<file path="src/rtl/riscv_ctrl_pkg.sv">
// rtl/riscv_ctrl_pkg.sv - shared control encodings for the multi-cycle RV32I core
package riscv_ctrl_pkg;

    typedef enum logic [3:0] {
        S_FETCH,
        S_DECODE,
        S_EXEC_R,
        S_EXEC_I,
        S_ALU_WB,
        S_MEM_ADDR,
        S_MEM_RD,
        S_LOAD_WB,
        S_MEM_WR,
        S_BRANCH,
        S_JAL,
        S_ILLEGAL,
        S_FAULT
    } state_t;

    localparam logic [6:0] OP_RTYPE  = 7'b0110011;
    localparam logic [6:0] OP_IMM    = 7'b0010011;
    localparam logic [6:0] OP_LOAD   = 7'b0000011;
    localparam logic [6:0] OP_STORE  = 7'b0100011;
    localparam logic [6:0] OP_BRANCH = 7'b1100011;
    localparam logic [6:0] OP_JAL    = 7'b1101111;

    localparam logic [1:0] ALUOP_ADD   = 2'b00;
    localparam logic [1:0] ALUOP_SUB   = 2'b01;
    localparam logic [1:0] ALUOP_FUNCT = 2'b10;

    localparam logic [1:0] PC_SRC_ALU    = 2'b00;
    localparam logic [1:0] PC_SRC_ALUOUT = 2'b01;
    localparam logic [1:0] PC_SRC_JAL    = 2'b10;

    localparam logic [1:0] SRC_A_PC     = 2'b00;
    localparam logic [1:0] SRC_A_RS1    = 2'b01;
    localparam logic [1:0] SRC_A_OLD_PC = 2'b10;

    localparam logic [1:0] SRC_B_RS2  = 2'b00;
    localparam logic [1:0] SRC_B_FOUR = 2'b01;
    localparam logic [1:0] SRC_B_IMM  = 2'b10;

    localparam logic [1:0] WB_ALUOUT = 2'b00;
    localparam logic [1:0] WB_MDR    = 2'b01;
    localparam logic [1:0] WB_PC     = 2'b10;

    // Moore part of the control word; fetch/branch mark the states whose
    // pc_write and ir_write are completed by the mem_ready and zero inputs.
    typedef struct packed {
        logic       mem_req;
        logic       mem_we;
        logic       i_or_d;
        logic       fetch;
        logic       branch;
        logic       pc_write;
        logic       reg_write;
        logic       fault;
        logic [1:0] pc_src;
        logic [1:0] alu_src_a;
        logic [1:0] alu_src_b;
        logic [1:0] aluop;
        logic [1:0] wb_sel;
    } ctrl_t;

    function automatic ctrl_t state_ctrl(input state_t s);
        ctrl_t c;
        c = '0;
        case (s)
            S_FETCH: begin
                c.mem_req   = 1'b1;
                c.fetch     = 1'b1;
                c.alu_src_a = SRC_A_PC;
                c.alu_src_b = SRC_B_FOUR;
                c.aluop     = ALUOP_ADD;
                c.pc_src    = PC_SRC_ALU;
            end
            S_DECODE: begin
                c.alu_src_a = SRC_A_OLD_PC;
                c.alu_src_b = SRC_B_IMM;
                c.aluop     = ALUOP_ADD;
            end
            S_EXEC_R: begin
                c.alu_src_a = SRC_A_RS1;
                c.alu_src_b = SRC_B_RS2;
                c.aluop     = ALUOP_FUNCT;
            end
            S_EXEC_I, S_MEM_ADDR: begin
                c.alu_src_a = SRC_A_RS1;
                c.alu_src_b = SRC_B_IMM;
                c.aluop     = ALUOP_ADD;
            end
            S_ALU_WB: begin
                c.reg_write = 1'b1;
                c.wb_sel    = WB_ALUOUT;
            end
            S_MEM_RD: begin
                c.mem_req = 1'b1;
                c.i_or_d  = 1'b1;
            end
            S_LOAD_WB: begin
                c.reg_write = 1'b1;
                c.wb_sel    = WB_MDR;
            end
            S_MEM_WR: begin
                c.mem_req = 1'b1;
                c.mem_we  = 1'b1;
                c.i_or_d  = 1'b1;
            end
            S_BRANCH: begin
                c.branch    = 1'b1;
                c.alu_src_a = SRC_A_RS1;
                c.alu_src_b = SRC_B_RS2;
                c.aluop     = ALUOP_SUB;
                c.pc_src    = PC_SRC_ALUOUT;
            end
            S_JAL: begin
                c.reg_write = 1'b1;
                c.wb_sel    = WB_PC;
                c.pc_write  = 1'b1;
                c.pc_src    = PC_SRC_JAL;
            end
            S_FAULT: begin
                c.fault = 1'b1;
            end
            default: c = '0;
        endcase
        return c;
    endfunction

endpackage

</file>
<file path="src/rtl/mem_wait_timer.sv">
// rtl/mem_wait_timer.sv - memory access wait counter with all-ones expiry
module mem_wait_timer #(
    parameter int TIMEOUT_W = 4
) (
    input  logic clk,
    input  logic reset,
    input  logic clear,
    input  logic wait_cycle,
    output logic expired
);

    logic [TIMEOUT_W-1:0] count;

    // Count consecutive wait cycles of the current access; clear has priority.
    always_ff @(posedge clk) begin
        if (reset || clear) begin
            count <= '0;
        end else if (wait_cycle) begin
            count <= count + 1'b1;
        end
    end

    assign expired = &count;

endmodule

</file>
<file path="src/rtl/multicycle_control.sv">
// rtl/multicycle_control.sv - multi-cycle RV32I main sequencer (optional ILLEGAL_TRAP_EN)
module multicycle_control
    import riscv_ctrl_pkg::*;
#(
    parameter int TIMEOUT_W = 4
) (
    input  logic       clk,
    input  logic       reset,
    input  logic [6:0] opcode,
    input  logic       zero,
    input  logic       mem_ready,
    output logic       mem_req,
    output logic       mem_we,
    output logic       i_or_d,
    output logic       ir_write,
    output logic       pc_write,
    output logic [1:0] pc_src,
    output logic [1:0] alu_src_a,
    output logic [1:0] alu_src_b,
    output logic [1:0] aluop,
    output logic       reg_write,
    output logic [1:0] wb_sel,
    output logic       illegal,
    output logic       fault
);

    state_t state;
    state_t state_nxt;
    ctrl_t  ctrl_q;
    logic   in_mem;
    logic   wait_cycle;
    logic   expired;

    assign in_mem     = (state == S_FETCH) || (state == S_MEM_RD) || (state == S_MEM_WR);
    assign wait_cycle = in_mem && !mem_ready;

    // Any non-waiting cycle clears the timer, so every new access starts at zero.
    mem_wait_timer #(
        .TIMEOUT_W (TIMEOUT_W)
    ) u_mem_wait_timer (
        .clk        (clk),
        .reset      (reset),
        .clear      (!wait_cycle),
        .wait_cycle (wait_cycle),
        .expired    (expired)
    );

    // Next-state selection; completion of an access wins over the timeout.
    always_comb begin
        state_nxt = state;
        case (state)
            S_FETCH: begin
                if (mem_ready)    state_nxt = S_DECODE;
                else if (expired) state_nxt = S_FAULT;
            end
            S_DECODE: begin
                case (opcode)
                    OP_RTYPE:           state_nxt = S_EXEC_R;
                    OP_IMM:             state_nxt = S_EXEC_I;
                    OP_LOAD, OP_STORE:  state_nxt = S_MEM_ADDR;
                    OP_BRANCH:          state_nxt = S_BRANCH;
                    OP_JAL:             state_nxt = S_JAL;
                    default:            state_nxt = S_ILLEGAL;
                endcase
            end
            S_EXEC_R, S_EXEC_I: state_nxt = S_ALU_WB;
            S_ALU_WB, S_LOAD_WB, S_BRANCH, S_JAL: state_nxt = S_FETCH;
            S_MEM_ADDR: state_nxt = (opcode == OP_LOAD) ? S_MEM_RD : S_MEM_WR;
            S_MEM_RD: begin
                if (mem_ready)    state_nxt = S_LOAD_WB;
                else if (expired) state_nxt = S_FAULT;
            end
            S_MEM_WR: begin
                if (mem_ready)    state_nxt = S_FETCH;
                else if (expired) state_nxt = S_FAULT;
            end
`ifdef ILLEGAL_TRAP_EN
            S_ILLEGAL: state_nxt = S_ILLEGAL;
`else
            S_ILLEGAL: state_nxt = S_FETCH;
`endif
            S_FAULT: state_nxt = S_FAULT;
            default: state_nxt = S_FETCH;
        endcase
    end

    // State register with the Moore control word registered alongside it.
    always_ff @(posedge clk) begin
        if (reset) begin
            state  <= S_FETCH;
            ctrl_q <= state_ctrl(S_FETCH);
        end else begin
            state  <= state_nxt;
            ctrl_q <= state_ctrl(state_nxt);
        end
    end

    // Reset blanks every output immediately so no strobe escapes in the reset cycle.
    assign mem_req   = !reset && ctrl_q.mem_req;
    assign mem_we    = !reset && ctrl_q.mem_we;
    assign i_or_d    = !reset && ctrl_q.i_or_d;
    assign ir_write  = !reset && ctrl_q.fetch && mem_ready;
    assign pc_write  = !reset && (ctrl_q.pc_write
                                  || (ctrl_q.fetch && mem_ready)
                                  || (ctrl_q.branch && zero));
    assign reg_write = !reset && ctrl_q.reg_write;
    assign fault     = !reset && ctrl_q.fault;
    assign pc_src    = reset ? 2'b00 : ctrl_q.pc_src;
    assign alu_src_a = reset ? 2'b00 : ctrl_q.alu_src_a;
    assign alu_src_b = reset ? 2'b00 : ctrl_q.alu_src_b;
    assign aluop     = reset ? 2'b00 : ctrl_q.aluop;
    assign wb_sel    = reset ? 2'b00 : ctrl_q.wb_sel;

`ifdef ILLEGAL_TRAP_EN
    assign illegal = !reset && (state == S_ILLEGAL);
`else
    assign illegal = 1'b0;
`endif

endmodule

</file>
<file path="config.mk">
export PLATFORM = sky130hd
export DESIGN_NAME = multicycle_control
export DESIGN_NICKNAME = d
export VERILOG_FILES = /design/src/rtl/riscv_ctrl_pkg.sv /design/src/rtl/mem_wait_timer.sv /design/src/rtl/multicycle_control.sv
export SDC_FILE = /design/constraint.sdc
export NUM_CORES = 1
export LEC_CHECK = 0
export ABC_AREA = 1
export ABC_CLOCK_PERIOD_IN_PS = 2400
export CAP_MARGIN = 15
export CORE_MARGIN = 2
export CORE_UTILIZATION = 54
export DETAILED_ROUTE_END_ITERATION = 10
export PLACE_DENSITY = 0.84
export SLEW_MARGIN = 20
export SYNTH_ARGS = -nofsm -noshare
export SYNTH_HDL_FRONTEND = slang
export SYNTH_SLANG_ARGS = --single-unit
</file>
<file path="constraint.sdc">
create_clock -name clk -period 2.4 [get_ports clk]
set_clock_uncertainty 0.15 [all_clocks]
set_input_delay 0.24 -clock clk [delete_from_list [all_inputs] [get_ports clk]]
set_output_delay 0.24 -clock clk [all_outputs]
set_load 0.01 [all_outputs]
</file>
**Word-level counts from Yosys, hierarchy flattened**

Index checks and enable logic that the tools add are counted.

- Equal/unequal tests: 24
- Multiplexer cells: 23
- $add $sub $neg: 1
- Reduce and logical (&&, ||, !) cells: 28

Operators with widths:

| cell | count |
|---|---|
| $pmux W6 S5 | 1 |
| $pmux W4 S7 | 1 |
| $eq A4 B3 Y1 const B | 6 |
| $eq A4 B4 Y1 const B | 6 |
| $mux W4 | 5 |
| $pmux W4 S5 | 1 |
| $eq A4 B2 Y1 const B | 4 |
| $eq A7 B6 Y1 const B | 2 |
| $eq A7 B7 Y1 const B | 2 |
| $logic_and A1 B1 Y1 | 11 |
| $mux W2 | 5 |
| $eq A4 B1 Y1 const B | 2 |
| $logic_not A4 Y1 | 2 |
| $mux W1 | 8 |
| $pmux W2 S2 | 2 |
| $reduce_or A2 Y1 | 4 |
| $eq A7 B2 Y1 const B | 1 |
| $eq A7 B5 Y1 const B | 1 |
| $reduce_or A3 Y1 | 2 |
| $logic_or A1 B1 Y1 | 5 |
| $add A4 B1 Y4 const B | 1 |
| $reduce_and A4 Y1 | 1 |
| $logic_not A1 Y1 | 3 |

- Word-level logic and storage cells: 91
- Register bits after elaboration: 26
- Output and inout bits: 18

**Longest topological paths before layout**

Gate-level depths: netlist of run 1.

- Depth after elaboration: 7
- Gate-level depth with buffers: 12
- Mapped depth without buffers: 12

**Hierarchy**

Synthesis of run 1 repeated with hierarchy kept, for this count alone.

- Cell total of the unflattened synthesis: 220
- Area total of the unflattened synthesis: 1386.3 sq um

By module, submodules not included:

| module | times used | cells an instance | seq. area each (sq um) | area an instance (sq um) |
|---|---|---|---|---|
| multicycle_control | 1 | 196 | 420.4 | 1209.9 |
| mem_wait_timer | 1 | 24 | 80.1 | 176.4 |

**Worst setup path after synthesis of run 1**

OpenSTA, ideal clock, no wires.

- Path type: reg2reg
- Start: reg u_mem_wait_timer.count[0]
- End: reg ctrl_q[15] in the netlist's numbering
- Data arrival time: 1327 ps
- Period minus slack after synthesis: 1543 ps
- Path buffers: 0
- Setup slack: 857 ps
- Cell stages (with the launch flop): 12
- Path through: dfxtp_1 -> ha_1 -> nand3_1 -> nand2_1 -> nand2_1 -> nand2_1 -> nand2_2 -> nor2_4 -> nand3_1 -> nor2_1 -> nor2_1 -> nor2_1

- Longest elaborated chain between the ends: 7
- Elaborated cells on any way between the ends: 10

Ends and longest elaborated chain:

| element | line | text |
|---|---|---|
| from (decl) | mem_wait_timer.sv:12 | `logic [TIMEOUT_W-1:0] count;` |
| from (signal assigned) | mem_wait_timer.sv:19 | `count <= count + 1'b1;` |
| $reduce_and A4 Y1 (*) | mem_wait_timer.sv:23 | `assign expired = &count;` |
| $mux W4 (*) | multicycle_control.sv:54, multicycle_control.sv:71, multicycle_control.sv:75 |  |
| $mux W4, on equally long branches | multicycle_control.sv:74, multicycle_control.sv:53, multicycle_control.sv:70 |  |
| $pmux W4 S7 (*) | multicycle_control.sv:51 | `case (state)` |
| $eq A4 B4 Y1 / $eq A4 B3 Y1 (equally long branches) | riscv_ctrl_pkg.sv:68 | `case (s)` |
| $reduce_or A2 Y1 (no line) (*) | -- |  |
| $mux W1 (*) | riscv_ctrl_pkg.sv:68 |  |
| to (signal assigned) | multicycle_control.sv:91 | `ctrl_q <= state_ctrl(S_FETCH);` |
| to (signal assigned) | multicycle_control.sv:94 | `ctrl_q <= state_ctrl(state_nxt);` |
| to (decl) | multicycle_control.sv:29 | `ctrl_t ctrl_q;` |

Every way passes the cells marked *; elsewhere a longest branch is shown, timed or not.
A chain may end at the register's enable or synchronous reset.

**Worst setup path in the final report of run 1**

- Start: in reset
- End: out pc_write

- Longest elaborated chain between the ends: 2

Ends and longest elaborated chain:

| element | line | text |
|---|---|---|
| from (decl) | multicycle_control.sv:8 | `input logic reset,` |
| $logic_not A1 Y1 | multicycle_control.sv:103 | `assign pc_write = !reset && (ctrl_q.pc_write` |
| $logic_and A1 B1 Y1 | multicycle_control.sv:103 |  |
| to (decl) | multicycle_control.sv:16 | `output logic pc_write,` |

No other way between the ends.

==> results of run 1 <==
[state kept, by name (all words and copies together), names as in the netlist]
register                flops
ctrl_q                     17
state                       4
u_mem_wait_timer.count      4
[cells by family after synthesis]
kind of cell	Yosys count	synth area share
and+or+nand+nor	122	0.448
buffers and inverters	48	0.137
DFF	25	0.372
AOI/OAI and AO/OA	4	0.0177
xor gates and xnor gates	2	0.0130
adders and majority gates	1	0.00931
other	1	0.00279
[worst min path at each step]
stage                                         start  slack [ns]  cells past startpoint                   endpoint
after floorplan           u_mem_wait_timer.count[0]        0.27                      1  u_mem_wait_timer.count[0]
after global placement    u_mem_wait_timer.count[0]        0.28                      1  u_mem_wait_timer.count[0]
after detailed placement  u_mem_wait_timer.count[0]        0.30                      1  u_mem_wait_timer.count[0]
after CTS                 u_mem_wait_timer.count[0]        0.32                      1  u_mem_wait_timer.count[0]
after global routing      u_mem_wait_timer.count[0]        0.36                      1  u_mem_wait_timer.count[0]
final                     u_mem_wait_timer.count[0]        0.31                      1  u_mem_wait_timer.count[0]
[critical path, delay by kind of cell]
kind	cells	cell delay (ns)
compound gates	1	0.14
buf+inv	3	1.16
[layout by cell type, fill, tap and decap left out, drive strengths merged, types with 2 or more instances in the layout]
cell / Yosys / final
nor2: 51 / 51
nand2: 45 / 45
inv: 44 / 44
clkdlybuf4s50: 0 / 27
dfxtp: 25 / 25
nand3: 20 / 20
a21oi: 4 / 4
clkbuf: 2 / 3
nor3: 2 / 2
nand4: 2 / 2
[metal layers]
metal / global-route usage / up-vias / wire length [um]
met5: 0 / - / 0
met4: 0.103 / 0 / 51
met3: 0.0333 / 5 / 68
met2: 0.280 / 21 / 1100
met1: 0.235 / 504 / 1140
li1: - / 658 / -
[area by class of cell]
class	count	area, um2
repair buffers	28	278
well taps	30	37.5
clock inverters	1	7.51
flip-flops and latches	25	500
multi-input cells	130	659
fillers	216	739
clock buffers	3	22.5
inverters	44	165
[power breakdown]
group	internal [mW]	switching [mW]
Combinational	0.280	0.457
Clock	0.0640	0.133
Sequential	0.514	0.0463
[stage by stage]
step,hold slack [ns],instances,power (mW),utilization
after floorplan,0.268,203,1.11,-
after global placement,0.278,257,1.29,0.681
after detailed placement,0.302,257,1.30,0.681
after CTS,0.321,261,1.50,0.693
after global routing,0.361,261,1.61,0.693
final,0.311,261,1.49,0.693
==> impl_results.md, run 1 <==
* Outcome: completed
* Area Growth Syn to Fin at 24.3%
* Synth top area cells: dfxtp_1 37%, inv_1 11%, nor2_1 11%
* Final hold violations at 0
* 1st-pass router iterations at 6
* Clock root cell: clkbuf_4
* R2R Setup Slk at a little over 0.6 ns
* CTS tree: done
* Register bit total from synthesis at 25
* DR WL/cell at 9.04 um
* Fin crit period at between 1.5 and 2 ns
* Starting Density at 0.558
* RSZ-0062 raised after global routing: no
* Cell area after synthesis at ~1300 um2
* Postcts setup bufs at 0
* CORE AREA at ~2400 um2
* Worst EP required at 2.01 ns
* # hold bufs at CTS at 0
* Skew-Pair Late Insertion Delay at 0.33 ns
* Mean Syn Cell Area at about 6.6 um2
* Pre-CTS setup slack at approximately 0.38 ns
* Die H at ~54 um
* Largest net degree at the start of global routing at 26
* Reg2Reg Depth at 11
* Yosys top cell by area: dfxtp_1
* DP Area at approximately 1600 um2
* # port buffers at 27
* Post-route DRC at 0
* R2R Path End: ctrl_q[15]
* CTS Sinks at 25
* Seq/Total Area, Yosys at 0.372
* Final ANT Viol Nets at 0
* Slowest cell on crit path: clkdlybuf4s50_1
* Maximum vdd drop at ~640 uV
* WL final at roughly 2400 um
* Post-cts repair resize count at 0
* Num CTS Buffers at 3
* Die ar. at just under 3000 um2
* Gpl congestion at a little under 0.9
* Cell mode on critical path: clkdlybuf4s50_1
* Initial antenna violation count at 0
* Final worst path period share at 0.802
* CTS Buffer Depth at 2
* Setup ws final at about 0.47 ns
* Final Setup Violations at 0
* Crit start category: input pin
* P_leak at between 0.8 and 0.9 nW
* Critical Path Sink: pc_write
* Max-Cap Viols at 0
* Vias in the first global route at between 900 and 1000
* Synth Instances at slightly above 200
* FF-to-FF Start: u_mem_wait_timer.count[0]
* Yosys warns at 0
* Overflow left after global routing at 0
* Share of post-route cells with drive strength above 1 at 0.160
* Distinct cells, synth at 26
* Arrival @ worst endpoint at between 1.5 and 2 ns
* EDFF count, synth at 0
* Global-route wire length before repair at between 3000 and 4000 um
* DR vias at between 1000 and 1500
* Critical path capture point type: output port
* Die Wd at 53.9 um
* GRT Overall Usage at 0.181
* Crit Path Max Fanout at 25
* H-tree Lvls at 1
* Synth cell count leaders: 40 x inv_1, 40 x nor2_1, 36 x nand2_1
* Setup TNS at 0 ns
* Worst hold path type: register to register
* Vias per cell at approximately 4.6
* Max frequency at between 500 and 600 MHz
* Crit-path cells: clkdlybuf4s50_1, buf_4, a21oi_1, clkdlybuf4s50_1
* Async S/R FF share, synth at 0
* Final Net Count at roughly 240
* Dpl hpwl at roughly 1900 um
* Io pins at 29
* Ys flop type: dfxtp_1
* Critical path's largest stage delay at approximately 0.55 ns
* Share of Yosys cell area claimed by the top area cell type at 0.372
* Starting DRC count in detailed routing at 23
* Final slew viol count at 0
* PwrDens at just under 900 nW/um2
* Syn Nets at between 200 and 250
* Antenna Cells at 0
* Setup crit start: reset
* Final instance area at ~1700 um2
* CTS clk-pin slew, worst paths at between 0.1 and 0.15 ns
* WS Path Type: input pin to output port
* Cell row count at 18
(Power assumes the default switching activity.)
==> run 2, diff against run 1 <==
- ABC_CLOCK_PERIOD_IN_PS: 2400 -> 1600
- CORE_UTILIZATION: 54 -> 45
- PLACE_DENSITY: 0.84 -> 0.75
- clock period: 2.4 -> 1.6 ns (I/O delays scaled with it)
==> run 2 against run 1 <==
Compared with the run above:
- the flow now finishes with violations (DRC)
- clock power rose by 45%
- via count rose by 8.4%
- count of clock-buffer cells in the layout did not move
- die area rose by 18%
- power rose by 75%
- worst setup slack got worse by 0.47 ns
- non-clock buffer count rose by 17
- routed wire length rose by 13%
- first-iteration DRC count did not move
- cell area rose by 18%
- highest routed layer unchanged
==> impl_results.md, run 2 (synthesized netlist as in run 1, its figures left out) <==
* Max reg flops at 17 (unchanged)
* Io pins at 29 (unchanged)
* Final worst path period share at 0.999
* Slowest cell on crit path: dfxtp_4
* Vias in the first global route at 1137 (+22%)
* CTS Buffer Depth at 2 (unchanged)
* Global-route wire length before repair at 4450 um (+19%)
* Total Power at 2.62 mW (+75%)
* H-tree Lvls at 1 (unchanged)
* Worst EP required at 1.67 ns (-0.34 ns)
* Crit start category: register
* Delay-heaviest family, CP: simple AND/OR/NAND/NOR gates
* Sw power at 1.13 mW (+78%)
* Arrival @ worst endpoint at 1.67 ns (+0.13 ns)
* Largest regs: ctrl_q (17), state (4), u_mem_wait_timer.count (4)
* Pre-CTS setup slack at -0.336 ns (-0.717 ns)
* Max frequency at 625 MHz
* Initial antenna violation count at 0 (unchanged)
* Post-route insts no fill at 279 (+6.9%)
* Crit-path cells: inv_2, nand2_2, nor2_4, nand2_2, nand2_2, inv_2, nand3_4, buf_4, nor2_2, nand2_1, nand3_1
* RSZ-0062 raised after global routing: yes
* Most frequent cells in the layout: 36 x inv_1, 31 x nor2_1, 24 x nand2_1
* Critical path's largest stage delay at 0.39 ns (-0.16 ns)
* DP Cell Count at 274 (+6.6%)
* Commonest non-fill, non-tap cell in the layout: inv_1
* Crit Path Max Fanout at 4 (-84%)
* Final Setup Violations at 0 (unchanged)
* Outcome: finished, violations left
* Reg power frac at 0.337 (-0.038)
* Starting Density at 0.479 (-0.0786)
* Worst hold path type: input pin to register
* Largest reg by FF count: ctrl_q
* Number of buffers and inverters on the critical path at 3 (unchanged)
* Final slew viol count at 0 (unchanged)
* GRT Overall Usage at 0.165 (-0.0160)
* 1st-pass router iterations at 10 (+4)
* Int Pwr at 1.49 mW (+73%)
* Max-Cap Viols at 0 (unchanged)
* Cell row count at 19 (+1)
* Share of post-route cells with drive strength above 1 at 0.367 (+0.207)
* Vias per cell at 4.62 (+1.4%)
* Overflow left after global routing at 0 (unchanged)
* P_leak at 1.02 nW (+25%)
* CTS Sinks at 25 (unchanged)
* Switching Share at 0.431 (+0.00575)
* Die ar. at 3440 um2 (+18%)
* # port buffers at 27 (unchanged)
* # fillers at 251 (+16%)
* Cell mode on critical path: nand2_2
* Setup ws final at 0.00125 ns (-0.474 ns)
* CTS clk-pin slew, worst paths at 0.14 ns (about the same)
* Fin crit period at roughly 1.6 ns
* Die Wd at 58.6 um (+8.8%)
* DR vias at 1288 (+8.4%)
* Failing checks: DRC
* Final Net Count at 261 (+7.0%)
* Dpl hpwl at 2130 um (+15%)
* Clk pwr share at 0.109 (-0.023)
* Gpl congestion at 0.816 (-7.6%)
* Final hold violations at 0 (unchanged)
* Skew-Pair Late Insertion Delay at 0.32 ns (about the same)
* Final ANT Viol Nets at 0 (unchanged)
* Area Growth Syn to Fin at 46.6%
* WS Path Type: register to register
* DR WL/cell at 9.59 um (+6.1%)
* Maximum vdd drop at 1070 uV (+67%)
* PwrDens at 1330 nW/um2 (+49%)
* Starting DRC count in detailed routing at 23 (unchanged)
* Antenna Cells at 0 (unchanged)
* Post-route DRC at 2 (+2)
* Critical path capture point type: register
* Clock root cell: clkbuf_4
* Num CTS Buffers at 3 (unchanged)
* CORE AREA at 2810 um2 (+16%)
* Largest net degree at the start of global routing at 16 (-38%)
* CTS tree: done
* Die H at 58.6 um (+8.8%)
* Comb power frac at 0.553 (+0.060)
* WL final at 2680 um (+13%)
==> run 2: power by group through the flow <==
stage	Combinational (mW)	Clock [mW]	Sequential (mW)
2_1_floorplan	0.831	0	0.841
3_3_place_gp	1.23	0	0.855
3_5_place_dp	1.24	0	0.859
4_1_cts	1.24	0.296	0.862
5_1_grt	1.61	0.319	0.899
6_report	1.45	0.286	0.884
==> run 2: final cells by class <==
cell class	instances	area (um2)	share of cell area
Sequential cell	25	515	0.262
Clock buffer	3	22.5	0.0114
Inverter	44	165	0.0839
Multi-Input combinational cell	130	831	0.422
Clock inverter	1	7.51	0.00381
Tap cell	31	38.8	0.0197
Timing Repair Buffer	45	389	0.198
==> run 2: final timing paths <==
check,end,slack (ns),startpoint,depth (start not counted)
hold / removal,ctrl_q[17],0.33,opcode[5],7
setup reg to reg,ctrl_q[11],0.001,state[1],11
setup / recovery,ctrl_q[11],0.001,state[1],11
hold reg to reg,u_mem_wait_timer.count[0],0.39,u_mem_wait_timer.count[0],2
==> run 2: worst register-to-register path, stage by stage (launching register included) <==
cell     delay, ns
dfxtp_4       0.39
inv_2         0.07
nand2_2       0.08
nor2_4        0.17
nand2_2       0.07
nand2_2       0.09
inv_2         0.05
nand3_4       0.10
buf_4         0.13
nor2_2        0.04
nand2_1       0.08
nand3_1       0.08
==> run 2: routing by layer <==
layer	global-route usage	share of wire	vias to the layer above
met5	0	0	-
met4	0.0292	0.0093	0
met3	0.0396	0.031	2
met2	0.283	0.49	18
met1	0.215	0.47	581
li1	-	-	687
==> run 2: metrics by stage <==
stage | utilization | hold WS, ns | cell area (um2) | setup TNS [ns]
after floorplan | - | 0.268 | 1340 | 0
after global placement | 0.628 | 0.351 | 1760 | -6.25
after detailed placement | 0.628 | 0.367 | 1760 | -6.46
after CTS | 0.644 | 0.362 | 1810 | 0
after global routing | 0.702 | 0.374 | 1970 | -0.896
final | 0.702 | 0.334 | 1970 | 0
==> run 2: what timing repair did <==
| action | in CTS | in global routing |
|---|---|---|
| gates resized for setup | 31 | 44 |
| hold buffers | 0 | 0 |
| hold endpoints to repair | 0 | 0 |
| buffers inserted | 0 | 1 |
| setup endpoints to repair | 32 | 15 |
| pin swaps | 4 | 18 |
==> run 3, diff against run 2 <==
- GPL_TIMING_DRIVEN: unset -> 0
==> run 3 against run 2 <==
Compared with the run above:
- the run ends with DRC, hold timing, setup timing left
- worst hold slack got worse by 0.34 ns
- combinational power fell by 13%
- cell area is 6.8% lower
- global-route usage increased by 1.1 points
- core utilization down 4.8 points
- via count shrank 2.2%
- worst setup slack lost 0.054 ns
- clock power decreased by 7%
- critical path depth is the same
==> impl_results.md, run 3 (synthesized netlist as in run 1, its figures left out) <==
* Outcome: finished, violations left
* Failing checks: DRC, hold timing, setup timing
* Area Growth Syn to Fin at 36.6%
* Largest reg by FF count: ctrl_q
* Setup ws final at -0.0528 ns (-0.0540 ns)
* CTS tree: done
* Vias per cell at 4.68 (+1.5%)
* Overflow left after global routing at 0 (unchanged)
* Crit start category: register
* Max frequency at 605 MHz (-3.3%)
* Most frequent cells in the layout: 36 x inv_1, 32 x nor2_1, 29 x nand2_1
* # hold bufs at CTS at 0 (unchanged)
* CTS Sinks at 25 (unchanged)
* Starting Density at 0.479 (unchanged)
* Switching Share at 0.435 (+0.00332)
* Number of buffers and inverters on the critical path at 0 (-3)
* Critical path capture point type: register
* Area of the multi-input gates at 777 um2 (-6.5%)
* 1st-pass router iterations at 7 (-3)
* Largest net degree at the start of global routing at 14 (-2)
* Int Pwr at 1.36 mW (-8.5%)
* Max-Cap Viols at 0 (unchanged)
* Clk pwr share at 0.111 (+0.002)
* Dpl hpwl at 2040 um (-4.2%)
* Final slew viol count at 0 (unchanged)
* Initial antenna violation count at 0 (unchanged)
* Die H at 58.6 um (unchanged)
* Final Setup Violations at 5 (+5)
* Fin Hold WS at -0.00538 ns (-0.339 ns)
* Num CTS Buffers at 3 (unchanged)
* Fin crit period at 1.65 ns (+0.0540 ns)
* Hold Startpoint: reset
* Final hold violations at 2 (+2)
* Total Power at 2.41 mW (-8.0%)
* Post-route DRC at 2 (unchanged)
* Die Wd at 58.6 um (unchanged)
* Setup TNS at -0.113 ns (-0.113 ns)
* WS Path Type: register to register
* Io pins at 29 (unchanged)
* RSZ-0062 raised after global routing: yes
* Antenna Cells at 0 (unchanged)
* Arrival @ worst endpoint at 1.75 ns (+0.08 ns)
* Delay-heaviest family, CP: simple AND/OR/NAND/NOR gates
* # fillers at 264 (+5.2%)
* CORE AREA at 2810 um2 (unchanged)
* Final Net Count at 251 (-3.8%)
* Reg power frac at 0.368 (+0.031)
* Critical path's largest stage delay at 0.38 ns (about the same)
* DP Cell Count at 260 (-5.1%)
* DR vias at 1260 (-2.2%)
* PwrDens at 1310 nW/um2 (-1.2%)
* DR WL/cell at 10.3 um (+7.2%)
* CTS Buffer Depth at 2 (unchanged)
* # port buffers at 26 (-3.7%)
* Final ANT Viol Nets at 0 (unchanged)
* Sw power at 1.05 mW (-7.2%)
* Vias in the first global route at 1143 (+0.53%)
* Commonest non-fill, non-tap cell in the layout: inv_1
* Cell mode on critical path: nor2_1
* Crit Path Max Fanout at 4 (unchanged)
* Post-route insts no fill at 269 (-3.6%)
* Gpl congestion at 0.826 (+1.2%)
* FF-to-FF Start: u_mem_wait_timer.count[1]
* Share of post-route cells with drive strength above 1 at 0.311 (-0.0560)
* Skew-Pair Late Insertion Delay at 0.31 ns (about the same)
* GRT Overall Usage at 0.176 (+0.0105)
* Area occupied by registers at 515 um2 (unchanged)
* P_leak at 0.991 nW (-3.0%)
* Maximum vdd drop at 870 uV (-19%)
* H-tree Lvls at 1 (unchanged)
* Starting DRC count in detailed routing at 26 (+13%)
* Worst hold path type: input pin to register
* Max reg flops at 17 (unchanged)
* CTS clk-pin slew, worst paths at 0.12 ns (-0.02 ns)
* Worst EP required at 1.70 ns (+0.03 ns)
* Comb power frac at 0.521 (-0.032)
* Cell row count at 19 (unchanged)
* Crit-path cells: ha_4, nand3_4, nand2_2, nand2_2, nand2_4, nand2_4, nor2_4, nand3_2, nor2_1, nor2_1, nor2_1
* Final worst path period share at 1.03 (+0.0338)
* Fin util at 0.654 (-0.0477)
* Largest regs: ctrl_q (17), state (4), u_mem_wait_timer.count (4)
* Setup crit start: u_mem_wait_timer.count[1]
* WL final at 2770 um (+3.3%)
* Clock root cell: clkbuf_4
* Slowest cell on crit path: dfxtp_2
* Global-route wire length before repair at 4650 um (+4.5%)
* Die ar. at 3440 um2 (unchanged)
[run 3: changes by cell type in the layout (fill, tap and decap cells not counted), moves of 2 or more]
cell and delta:
nand2_1 +5, dlygate4sd2_1 -3, nand2_2 -4, clkbuf_2 +2, nor2_2 +2, buf_4 -12, nor2_4 -3
[run 3: final timing paths]
check                              endpoint  slack, ns  depth (start not counted)
hold reg to reg   u_mem_wait_timer.count[0]       0.39                          2
setup reg to reg                 ctrl_q[15]      -0.05                         11
setup / recovery                 ctrl_q[15]      -0.05                         11
hold / removal                     state[1]     -0.005                          2
[run 3: area by class of cell]
| cell class | count | share of cell area |
|---|---|---|
| timing repair buffer | 31 | 0.157 |
| clock buffer | 4 | 0.0143 |
| tap | 31 | 0.0211 |
| multi-input combinational | 130 | 0.423 |
| sequential | 25 | 0.281 |
| inverter | 44 | 0.0913 |
| buffer | 4 | 0.0123 |
[run 3: power groups by stage]
stage / registers (mW) / logic [mW] / clock network, mW
finish: 0.888 / 1.26 / 0.267
floorplan: 0.841 / 0.831 / 0
global route: 0.904 / 1.40 / 0.319
global placement: 0.855 / 1.09 / 0
detailed placement: 0.857 / 1.10 / 0
CTS: 0.862 / 1.14 / 0.282
[run 3: through the flow]
step           hold WS, ns  area [um2]  setup WS [ns]
2_1_floorplan        0.268        1340         0.0574
3_3_place_gp         0.279        1640         -0.311
3_5_place_dp         0.290        1640         -0.347
4_1_cts             0.0740        1720        -0.0134
5_1_grt            -0.0169        1840         -0.140
6_report          -0.00538        1840        -0.0528
[run 3: layer usage]
metal,vias to the layer above,wire length (um),GRT usage
li1,673,-,-
met1,562,1170,0.210
met2,23,1490,0.315
met3,2,84,0.0396
met4,0,19,0.0487
met5,-,0,0
[run 3: repair_timing]
| item | CTS | global route |
|---|---|---|
| gates resized for setup | 36 | 29 |
| endpoints found under the hold margin | 0 | 2 |
| pin swaps | 7 | 15 |
| setup endpoints to repair | 30 | 18 |
| setup buffers | 1 | 4 |
==> variant (settings of run 2) <==
Put a register stage on the output `fault`. The value now appears one clock later. The other outputs are not delayed to match.
--- a/src/rtl/multicycle_control.sv
+++ b/src/rtl/multicycle_control.sv
@@ -23,6 +23,8 @@
     output logic       illegal,
     output logic       fault
 );
+
+    logic fault_d;
 
     state_t state;
     state_t state_nxt;
@@ -104,7 +106,7 @@
                                   || (ctrl_q.fetch && mem_ready)
                                   || (ctrl_q.branch && zero));
     assign reg_write = !reset && ctrl_q.reg_write;
-    assign fault     = !reset && ctrl_q.fault;
+    assign fault_d   = !reset && ctrl_q.fault;
     assign pc_src    = reset ? 2'b00 : ctrl_q.pc_src;
     assign alu_src_a = reset ? 2'b00 : ctrl_q.alu_src_a;
     assign alu_src_b = reset ? 2'b00 : ctrl_q.alu_src_b;
@@ -117,5 +119,9 @@
     assign illegal = 1'b0;
 `endif
 
+    always_ff @(posedge clk) begin
+        fault <= fault_d;
+    end
+
 endmodule
 
Behaviour: same outputs for any inputs over 10 cycles, from zero or initial values and one cycle with reset high; that may be too few to reach the edited logic, so the function may still have changed.
==> variant against run 2 <==
The run ends with setup timing left; critical endpoint is now ctrl_q[17]$_SDFF_PP1_; total power is 29% higher; worst setup slack worse by 0.039 ns; maximum frequency shrank 2.4%; sequential cell count up 1; sequential power increased by 7.1%; final area increased by 7.2%; first-iteration DRC count up 61%; wire length rose by 23%; synthesized area rose by 5.5%; highest routed layer unchanged.
==> variant: results (changes against run 2) <==
INFO  metric run_status = complete, but fails checks
INFO  metric failing_checks = setup timing
INFO  metric place_hpwl = 2325 um (+9.1%)
INFO  metric track_usage = 18.83% (+2.3 points)
INFO  metric met2_usage = 31.52% (+3.3 points)
INFO  metric hold_end = fault$_DFF_P_
INFO  metric netlist_top_cells_count = 46 x nor2_1, 43 x nand2_1, 37 x inv_1
INFO  metric maximum_number_of_pins_on_one_net_before_global_route_repair = 16 (unchanged)
INFO  metric combPwrFrac = 58.3% (+3.0 points)
INFO  metric power.ir.vdd_worst = 0.0008841 V (-18%)
INFO  metric first_pass_iters = 4 (-6)
INFO  metric ctsHtreeMaxLevel = 1 (unchanged)
INFO  metric synth_compound_area_share = 4.943% (+3.2 points)
INFO  metric worstPathArrival = 1.73 ns (+0.06 ns)
INFO  metric use_met3 = 3.896% (-0.060 points)
INFO  metric setup-tns-final = -0.1010 ns (-0.1010 ns)
INFO  metric timing.hold.worst_path_depth = 2 (-5)
INFO  metric fillCellCount = 262 (+4.4%)
INFO  metric setup_viol = 6 (+6)
INFO  metric cts_max_path_buffers = 2 (unchanged)
INFO  metric worstHoldStart = ctrl_q[10]$_SDFF_PP0_
INFO  metric cell_type_of_the_slowest_stage_on_the_worst_timing_path = dfxtp_2
INFO  metric postSynth.asyncResetShare = 0% (unchanged)
INFO  metric cp_max_fo = 5 (+1)
INFO  metric synth-adder-area-share = 0.8826% (-0.048 points)
INFO  metric seq_cell_power = 0.947 mW (+7.1%)
INFO  metric final_nets = 281 (+7.7%)
INFO  metric cpPeakStageDelay = 0.36 ns (-0.03 ns)
INFO  metric layout-drive-gt1-share = 34.70% (-2.0 points)
INFO  metric grt_pass1_wl = 5064 um (+14%)
INFO  metric postSynthNetCount = 227 (+5.6%)
INFO  metric synthDistinctLibCells = 29 (+12%)
INFO  metric total_wire_length = 3283 um (+23%)
INFO  metric ys_top_cells_by_area = dfxtp_1 37%, nor2_1 12%, nand2_1 11%
INFO  metric worst_slack = -0.03778 ns (-0.03902 ns)
INFO  metric switching_share = 43.33% (+0.19 points)
INFO  metric power.static_leakage = 1.067 nW (+4.4%)
INFO  metric grt_pass1_vias = 1,143 (+0.53%)
INFO  metric post_synth_xor_area_fraction = 1.236% (-0.068 points)
INFO  metric synth_sequential_area_ratio = 36.72% (-0.53 points)
INFO  metric timing.hold.worst.class = reg -> reg
INFO  metric drtIter0Drc = 37 (+61%)
INFO  metric vias = 1,383 (+7.4%)
INFO  metric share_of_cell_area_taken_by_muxes_after_synthesis = 0% (unchanged)
INFO  metric grt-ovfl-total = 0 (unchanged)
INFO  metric timing.critical_path.from = u_mem_wait_timer.count[0]$_SDFFE_PP0P_
INFO  metric largestRegisters = ctrl_q: 17 flops, state: 4 flops, u_mem_wait_timer.count: 4 flops
INFO  metric globalRouteMet1Util = 24.57% (+3.1 points)
INFO  metric port_buffers = 27 (unchanged)
INFO  metric timing.critical_path.to = ctrl_q[17]$_SDFF_PP1_
INFO  metric routabilityCongestion = 0.8681 (+6.3%)
INFO  metric fin_worst_hold_slack = 0.2519 ns (-0.08170 ns)
[variant: cell count changes after synthesis, moves of 2 or more]
cell / run 2 / this run
nor2_2: 9 / 6
a21oi_1: 3 / 5
nand2_2: 9 / 7
nand3_2: 3 / 0
nand2_4: 0 / 2
nand3b_1: 0 / 2
o21ai_0: 0 / 2
inv_1: 40 / 37
nand2_1: 36 / 43
nor2_1: 40 / 46
[variant: final cells by class]
| type | count | area share, % |
|---|---|---|
| multi-input combinational | 143 | 40.76 |
| sequential | 26 | 25.36 |
| clock inverter | 1 | 1.422 |
| clock buffer | 3 | 1.066 |
| timing repair buffer | 52 | 21.03 |
| inverter | 43 | 7.761 |
| tap | 44 | 2.607 |
[variant: routing by layer]
layer  vias to the layer above  wire (um)  part of all wire, %
met4                         0         27                 0.82
met1                       601       1489                   45
met3                         2        120                  3.7
met5                         -          0                    0
li1                        748          -                    -
met2                        32       1645                   50
[variant: cell families (layout without fill, tap and decap cells)]
logic type | count (synthesis) | count (layout)
buffers and inverters | 46 | 99
AND/OR/NAND/NOR | 128 | 128
AO/OA/AOI/OAI | 11 | 11
flip-flops | 26 | 26
other | 1 | 1
adder cells (fa/ha/maj) | 1 | 1
XOR/XNOR | 2 | 2
[variant: stage by stage]
stage / power (mW) / instances / area, um2 / setup slack (ns)
after floorplan: 2.026 / 215 / 1425 / 0.03461
after global placement: 2.526 / 302 / 1878 / -0.2991
after detailed placement: 2.543 / 302 / 1878 / -0.3153
after CTS: 3.107 / 308 / 2011 / -0.04559
after global routing: 3.625 / 312 / 2112 / -0.1503
final: 3.376 / 312 / 2112 / -0.03778
[variant: repair_timing]
action	CTS	global route
hold endpoints to repair	0	0
setup buffers	2	4
pin swaps	13	15
gates resized for setup	43	24
gates cloned	0	0
endpoints found under the setup margin	32	18
hold buffers	0	0
